## src/rtl/oam_dma_controller_if.sv

```systemverilog
// Shared-memory read port and OAM write port of the OAM DMA engine.
// The master side is the DMA controller; the slave side is the arbiter/memory/OAM.
interface oam_dma_controller_if;
  logic        oDmaReadReq;
  logic [15:0] oDmaAddr;
  logic        iDmaGrant;
  logic [7:0]  iDmaData;
  logic        oOamWe;
  logic [7:0]  oOamAddr;
  logic [7:0]  oOamData;

  modport master (
    output oDmaReadReq, oDmaAddr,
    input  iDmaGrant, iDmaData,
    output oOamWe, oOamAddr, oOamData
  );

  modport slave (
    input  oDmaReadReq, oDmaAddr,
    output iDmaGrant, iDmaData,
    input  oOamWe, oOamAddr, oOamData
  );
endinterface

```

## src/rtl/oam_dma_controller.sv

```systemverilog
// Game Boy OAM DMA sequencer: copies pLength bytes from page {FF46, 00} into OAM
// through a granted read port, and asks the MMU to fence the CPU into high RAM meanwhile.
module oam_dma_controller #(
  parameter logic [15:0] pRegAddr  = 16'hFF46,
  parameter int          pLength   = 160,
  parameter logic [7:0]  pEchoBase = 8'hE0
) (
  input  logic                        iClock,
  input  logic                        iReset,
  input  logic                        iCpuWe,
  input  logic [15:0]                 iCpuAddr,
  input  logic [7:0]                  iCpuData,
  output logic [7:0]                  oRegData,
  oam_dma_controller_if.master        dmaBus,
  output logic                        oBusy,
  output logic                        oCpuBlock,
  output logic                        oDone
);

  typedef enum logic [1:0] {
    sIdle,
    sArm,
    sRd,
    sWr
  } stateT;

  localparam logic [7:0] cLastIdx = 8'(pLength - 1);

  stateT      state, nextState;
  logic [7:0] idx, nextIdx;
  logic [7:0] page, nextPage;
  logic [7:0] effPage;
  logic       doneQ, nextDone;
  logic       startWr;

  assign startWr = iCpuWe && (iCpuAddr == pRegAddr);

  // Echo RAM (E000-FDFF) mirrors C000-DDFF, so the read port only ever sees the real page.
  assign effPage = (page >= pEchoBase) ? (page - 8'h20) : page;

  // NOTE: sequential state uses non-blocking (<=) so every register samples pre-edge values.
  always_ff @(posedge iClock or negedge iReset) begin
    if (!iReset) begin
      state <= sIdle;
      idx   <= '0;
      page  <= 8'hFF;
      doneQ <= 1'b0;
    end else begin
      state <= nextState;
      idx   <= nextIdx;
      page  <= nextPage;
      doneQ <= nextDone;
    end
  end

  // NOTE: every signal gets a default before the case, so no path can infer a latch.
  always_comb begin
    nextState          = state;
    nextIdx            = idx;
    nextPage           = page;
    nextDone           = 1'b0;
    dmaBus.oDmaReadReq = 1'b0;
    dmaBus.oDmaAddr    = 16'h0000;
    dmaBus.oOamWe      = 1'b0;
    dmaBus.oOamAddr    = 8'h00;
    dmaBus.oOamData    = 8'h00;

    case (state)
      sIdle: ;
      sArm:  nextState = sRd;
      sRd: begin
        dmaBus.oDmaReadReq = 1'b1;
        dmaBus.oDmaAddr    = {effPage, idx};
        if (dmaBus.iDmaGrant) nextState = sWr;
      end
      sWr: begin
        dmaBus.oOamWe   = 1'b1;
        dmaBus.oOamAddr = idx;
        dmaBus.oOamData = dmaBus.iDmaData;
        if (idx == cLastIdx) begin
          nextState = sIdle;
          nextDone  = 1'b1;
        end else begin
          nextIdx   = idx + 8'd1;
          nextState = sRd;
        end
      end
      default: nextState = sIdle;
    endcase

    // A start write overrides whatever the sequencer was doing; the current WR still lands.
    if (startWr) begin
      nextState = sArm;
      nextIdx   = '0;
      nextPage  = iCpuData;
      nextDone  = 1'b0;
    end
  end

  assign oRegData  = page;
  assign oBusy     = (state != sIdle);
  assign oCpuBlock = (state == sRd) || (state == sWr);
  assign oDone     = doneQ;

endmodule

```

## src/flat_wrapper.sv

```systemverilog
// flat-port wrapper written by rule: the top's interface ports become plain ports
module oam_dma_controller_flat 
#(
  parameter logic [15:0] pRegAddr  = 16'hFF46,
  parameter int          pLength   = 160,
  parameter logic [7:0]  pEchoBase = 8'hE0
)
  (iClock, iReset, iCpuWe, iCpuAddr, iCpuData, oRegData, oBusy, oCpuBlock, oDone, dmaBus_oDmaReadReq, dmaBus_oDmaAddr, dmaBus_iDmaGrant, dmaBus_iDmaData, dmaBus_oOamWe, dmaBus_oOamAddr, dmaBus_oOamData);
  oam_dma_controller_if dmaBus_i ();
  input  logic iClock;
  input  logic iReset;
  input  logic iCpuWe;
  input  logic [15:0] iCpuAddr;
  input  logic [7:0] iCpuData;
  output logic [7:0] oRegData;
  output logic oBusy;
  output logic oCpuBlock;
  output logic oDone;
  output wire logic [$bits(dmaBus_i.oDmaReadReq)-1:0] dmaBus_oDmaReadReq;
  output wire logic [$bits(dmaBus_i.oDmaAddr)-1:0] dmaBus_oDmaAddr;
  input wire logic [$bits(dmaBus_i.iDmaGrant)-1:0] dmaBus_iDmaGrant;
  input wire logic [$bits(dmaBus_i.iDmaData)-1:0] dmaBus_iDmaData;
  output wire logic [$bits(dmaBus_i.oOamWe)-1:0] dmaBus_oOamWe;
  output wire logic [$bits(dmaBus_i.oOamAddr)-1:0] dmaBus_oOamAddr;
  output wire logic [$bits(dmaBus_i.oOamData)-1:0] dmaBus_oOamData;
  assign dmaBus_oDmaReadReq = dmaBus_i.oDmaReadReq;
  assign dmaBus_oDmaAddr = dmaBus_i.oDmaAddr;
  assign dmaBus_i.iDmaGrant = dmaBus_iDmaGrant;
  assign dmaBus_i.iDmaData = dmaBus_iDmaData;
  assign dmaBus_oOamWe = dmaBus_i.oOamWe;
  assign dmaBus_oOamAddr = dmaBus_i.oOamAddr;
  assign dmaBus_oOamData = dmaBus_i.oOamData;
  oam_dma_controller #(.pRegAddr(pRegAddr), .pLength(pLength), .pEchoBase(pEchoBase)) u_core (.iClock(iClock), .iReset(iReset), .iCpuWe(iCpuWe), .iCpuAddr(iCpuAddr), .iCpuData(iCpuData), .oRegData(oRegData), .dmaBus(dmaBus_i), .oBusy(oBusy), .oCpuBlock(oCpuBlock), .oDone(oDone));
endmodule
```

## config.mk

```make
export PLATFORM = sky130hd
export DESIGN_NAME = oam_dma_controller_flat
export DESIGN_NICKNAME = d
export VERILOG_FILES = /design/src/rtl/oam_dma_controller_if.sv /design/src/rtl/oam_dma_controller.sv /design/src/flat_wrapper.sv
export SDC_FILE = /design/constraint.sdc
export NUM_CORES = 1
export LEC_CHECK = 0
export ABC_AREA = 1
export CORE_MARGIN = 1
export CORE_UTILIZATION = 39
export DETAILED_ROUTE_END_ITERATION = 7
export GPL_ROUTABILITY_DRIVEN = 0
export GPL_TIMING_DRIVEN = 0
export MAX_ROUTING_LAYER = met4
export PLACE_DENSITY = 0.85
export SKIP_LAST_GASP = 1
export SLEW_MARGIN = 20
export SYNTH_ARGS = -nofsm -noshare
export SYNTH_HDL_FRONTEND = slang
export SYNTH_SLANG_ARGS = --single-unit
```

## constraint.sdc

```tcl
create_clock -name iClock -period 3.1 [get_ports iClock]
set_input_delay 0.775 -clock iClock [delete_from_list [all_inputs] [get_ports iClock]]
set_output_delay 0.775 -clock iClock [all_outputs]
set_load 0.01 [all_outputs]
```

# Word-level counts from Yosys, hierarchy flattened
# Cells that the tools add are included.
op_classes:
  magnitude_cmp: 1
  n_shift: 0
  n_mul: 0
  div_mod_pow: 0
  addsub: 2
  reduce_logical: 7
  n_eq_ne: 7
  muxes: 16
  bitwise_logic: 0
ops:
  columns: ["op", "count"]
  rows:
  - ["8-bit two-way mux", 6]
  - ["16-bit == test, second input constant", 1]
  - ["16-bit two-way mux", 1]
  - ["8-bit by 1-bit adder with 8-bit output, second input constant", 1]
  - ["8-bit == test, second input constant", 1]
  - ["8-bit >= comparator, second input constant", 1]
  - ["8-bit by 6-bit subtractor with 8-bit output, second input constant", 1]
  - ["2-bit two-way mux", 3]
  - ["2-bit case mux with 3 select lines", 1]
  - ["1-bit two-way mux", 5]
  - ["2-bit == test, second input constant", 2]
  - ["2-bit AND reduction", 2]
  - ["2-bit nonzero test", 2]
  - ["4-bit nonzero test", 1]
  - ["3-bit by 2-bit != test with 1-bit output, second input constant", 1]
  - ["2-bit by 1-bit == test with 1-bit output, second input constant", 1]
  - ["2-bit by 1-bit != test with 1-bit output, second input constant", 1]
  - ["1-bit logical AND", 1]
  - ["1-bit logical OR", 1]
word_totals:
  out_inout_bits: 45
  word_cells: 37
  mem_bits_ro: 0
  ff_bits: 19
  memories: 0
  mem_bits_rw: 0
  in_bits: 36
  latch_bits: 0

# Depth between registers and ports, before layout
depth:
  depth_word: 4
  mapped_depth: 9
  ltp_nobuf: 8

# Least setup slack after synthesis
# No wires, ideal clock.
synth_path:
  path_type: "flip-flop to output port"
  start: "reg u_core.page[5] (netlist: u_core.oRegData[5])"
  end: "out dmaBus_oDmaAddr[14]"
  stages_incl_launch_ff: 4
  path_buffers: 0
  setup_slack_ps: 1067
  required_time_ps: 2325
  arrival_time_ps: 1258
  cell_sequence: "dfstp_2 -> inv_1 -> ha_1 -> a311oi_1"
synth_via:
  elab_chain_len: 3
  word_cells_on_any_way: 4
  cone_classes: "add/sub: 1; order compare: 1; mux: 2"
synth_rtl:
  columns: ["item", "line_no", "text"]
  rows:
  - ["from (decl)", "oam_dma_controller.sv:31", "logic [7:0] page, nextPage;"]
  - ["from (signal assigned)", "oam_dma_controller.sv:51", "page <= nextPage;"]
  - ["8-bit by 6-bit subtractor with 8-bit output / 8-bit >= comparator (equally long branches)", "oam_dma_controller.sv:39", "assign effPage = (page >= pEchoBase) ? (page - 8'h20) : page;"]
  - ["8-bit two-way mux *", "oam_dma_controller.sv:39", null]
  - ["16-bit two-way mux *", "oam_dma_controller.sv:68", "case (state)"]
  - ["to (decl)", "flat_wrapper.sv:20", "output wire logic [$bits(dmaBus_i.oDmaAddr)-1:0] dmaBus_oDmaAddr;"]
# Every way passes the cells marked *; elsewhere a longest branch is shown, timed or not.

# Worst setup path in the final report
# Ends and elaborated chain as after synthesis.

==> out/summary.txt <==
Total track usage: 21.00%
Die W: 59.09 um
Syn Inst Count: 191
Worst-skew pair later-pin latency: 280 ps
Sequential fraction of the synthesis area: 38.19%
Placed cells: 315
Final wirelength: 3359 um
Max-slew violations: 0
Min Hold Slack: 503.1 ps
Worst slew pin tran: 860.7 ps
Clock slew at reported path FFs: 110 ps
Post-route ant nets: 0
Register bit total from synthesis: 19
Max Freq: 357.6 MHz
Netlist cell types: 26
Most common library cells after synthesis: nor2_1, nand2_1, inv_1
Final Power: 877.6 uW
# clock sinks: 19
Max Fanout on Critical Path: 4
Fin Setup TNS: 0 ps
Initial Util: 41.30%
Post-CTS sizing: 0
Share of post-route cells with drive strength above 1: 9.455%
Max_slew headroom: 42.44%
Max stage delay on crit path: 580 ps
Initial antenna violation count: 0
Post-synthesis async set-or-reset flop share: 100.0%
H-tree Lvls: 1
Slowest-stage cell, CP: clkdlybuf4s50_1
Post-synth EDFFs: 0
DIE AREA: 3492 sq um
Maximum vdd ir drop: 0.2000 mV
Static Leakage: 0.001041 uW
Ports: 81
Netlist Area Pre-Place: 1271 sq um
Setup Fix Bufs, Post-CTS: 0
Count leader, synth: nor2_1
Core area: 3078 sq um
Syn_area_per_cell: 6.656 sq um
P&R area growth vs syn: 69.39%
Internal: 557.2 uW
Total grt overflow: 0
Nets: 314
Vias in the first global route: 1315
Net Switching: 320.4 uW
Synth top area cells: dfrtp_1, dfstp_2, nor2_1
Cell row count: 20
Die height: 59.09 um
CP startpoint kind: flip-flop
First-pass GRT wire length: 5471 um
Switching Share: 36.51%
CTS Buffer Depth: 2
Clock power share: 13.7%
WP data arrival: 2020 ps
TritonCTS clock tree: done
Endpoint type of the worst setup path: output port
Gate power share: 48.3%
Root Driver: clkbuf_4
Hold Violations, Final: 0
First-pass iteration count of the detailed router: 4
Power per cell area: 407.6 nW/um^2
Max Cap Viol: 0
Tcrit/Tclk final: 90.20%
DR WL/cell: 10.53 um
Iter 0 DRT Violations: 31
RSZ-0062 raised after global routing: no
Syn nets: 229
Sequential cell fraction of total power: 38.1%
Total CTS buffers: 3
Vias: 1467
Clock skew: 5.550 ps
Vias/cell: 4.599
Largest net degree at the start of global routing: 20
Sum of net half-perimeters after detailed placement: 2690 um
Dominant synthesized flop cell: dfrtp_1
Hold Path Class: reg2reg
Final setup viols: 0
Status: finished clean
N_diodes: 0
CP Cell Sequence: inv_1 > ha_1 > a311oi_1 > clkdlybuf4s50_1
Share of the synthesized area in the top cell type: 21.65%
# DRC: 0
CTS hold repair buffers: 0
Port bufs: 80
Worst EP required: 2320 ps
Fin cells: 319
Crit path kind: reg2out
Final min period: 2796 ps
Post-synth top area cell: dfrtp_1
Synthesis Warnings: 0
## state kept, by name (all words and copies together), names as in the netlist
register / count
u_core.oRegData: 8
u_core.state: 2
u_core.idx: 8
u_core.oDone: 1
## layer usage
metal  GRT usage [%]  share of wire [%]
met1           24.35                 44
met2           38.15                 48
met3           3.493                7.6
met4           4.082               0.39
met5               -                  0
## cell type report
cell class              instances  area, sq um
clock buffers                   4        26.28
inverters                      38        142.6
well taps                      44        55.05
repair buffers                 80        800.8
fillers                       279        924.6
flip-flops and latches         19        485.5
plain buffers                   7        47.55
multi-input cells             127        595.6
## worst paths after layout
| check | startpoint | end | slack [ps] | depth (start not counted) |
|---|---|---|---|---|
| setup / recovery | u_core.oRegData[5]$_DFFE_PN1N_ | dmaBus_oDmaAddr[14] | 300 | 4 |
| hold / removal | u_core.oRegData[7]$_DFFE_PN1N_ | u_core.oRegData[7]$_DFFE_PN1N_ | 500 | 2 |
| setup reg to reg | u_core.idx[1]$_DFFE_PN0P_ | u_core.idx[4]$_DFFE_PN0P_ | 1680 | 5 |
| hold reg to reg | u_core.oRegData[7]$_DFFE_PN1N_ | u_core.oRegData[7]$_DFFE_PN1N_ | 500 | 2 |
| max in group asynchronous | iReset | u_core.idx[7]$_DFFE_PN0P_ | 1600 | 1 |
| min in group asynchronous | iReset | u_core.idx[0]$_DFFE_PN0P_ | 970 | 1 |
## critical path, delay by kind of cell (launching register included)
kind | cells | cell delay (ps)
AOI/OAI and AO/OA | 1 | 220
adders and majority gates | 1 | 280
DFF | 1 | 570
buffers and inverters | 2 | 650
## cell usage in the layout, fill, tap and decap left out
| cell | count |
|---|---|
| nand3_2 | 2 |
| clkdlybuf4s50_1 | 80 |
| nor3b_2 | 1 |
| nor2_1 | 45 |
| a311oi_1 | 1 |
| nand2_1 | 37 |
| dfstp_2 | 8 |
| inv_2 | 2 |
| ha_1 | 2 |
| a21oi_1 | 3 |
| a31oi_1 | 1 |
| dfrtp_1 | 11 |
| clkbuf_4 | 3 |
| a211oi_1 | 1 |
| inv_1 | 36 |
| buf_4 | 1 |
| nor2_4 | 1 |
| buf_6 | 2 |
| nand3_1 | 10 |
| nor2_2 | 1 |
| nand3b_1 | 1 |
| nor3_2 | 1 |
| buf_2 | 2 |
| clkbuf_1 | 3 |
| o21ai_0 | 7 |
| nand4_1 | 4 |
| nor3_1 | 7 |
| nand2_2 | 2 |
## through the flow
stage / util, % / setup WS [ps] / instance area, sq um
after floorplan: - / 1067 / 1271
after global placement: 69.11 / 435.0 / 2127
after detailed placement: 69.11 / 416.6 / 2127
after CTS: 69.96 / 287.4 / 2153
after global routing: 69.96 / 163.6 / 2153
final: 69.96 / 303.8 / 2153
## power by group through the flow
stage | clock network, uW | logic, uW | registers, uW
2_1_floorplan | 0 | 227 | 326
3_3_place_gp | 0 | 418 | 335
3_5_place_dp | 0 | 426 | 337
4_1_cts | 126 | 428 | 333
5_1_grt | 139 | 472 | 338
6_report | 120 | 424 | 334
## logic make-up (layout without fill, tap and decap cells)
family | after synthesis | count (layout) | share of synthesized area (%)
simple gates | 112 | 112 | 39.17
buf+inv | 45 | 129 | 14.96
flops | 19 | 19 | 38.19
compound gates | 13 | 13 | 5.709
fa+ha+maj | 2 | 2 | 1.968
No activity file was read; power rests on OpenSTA's default activity.
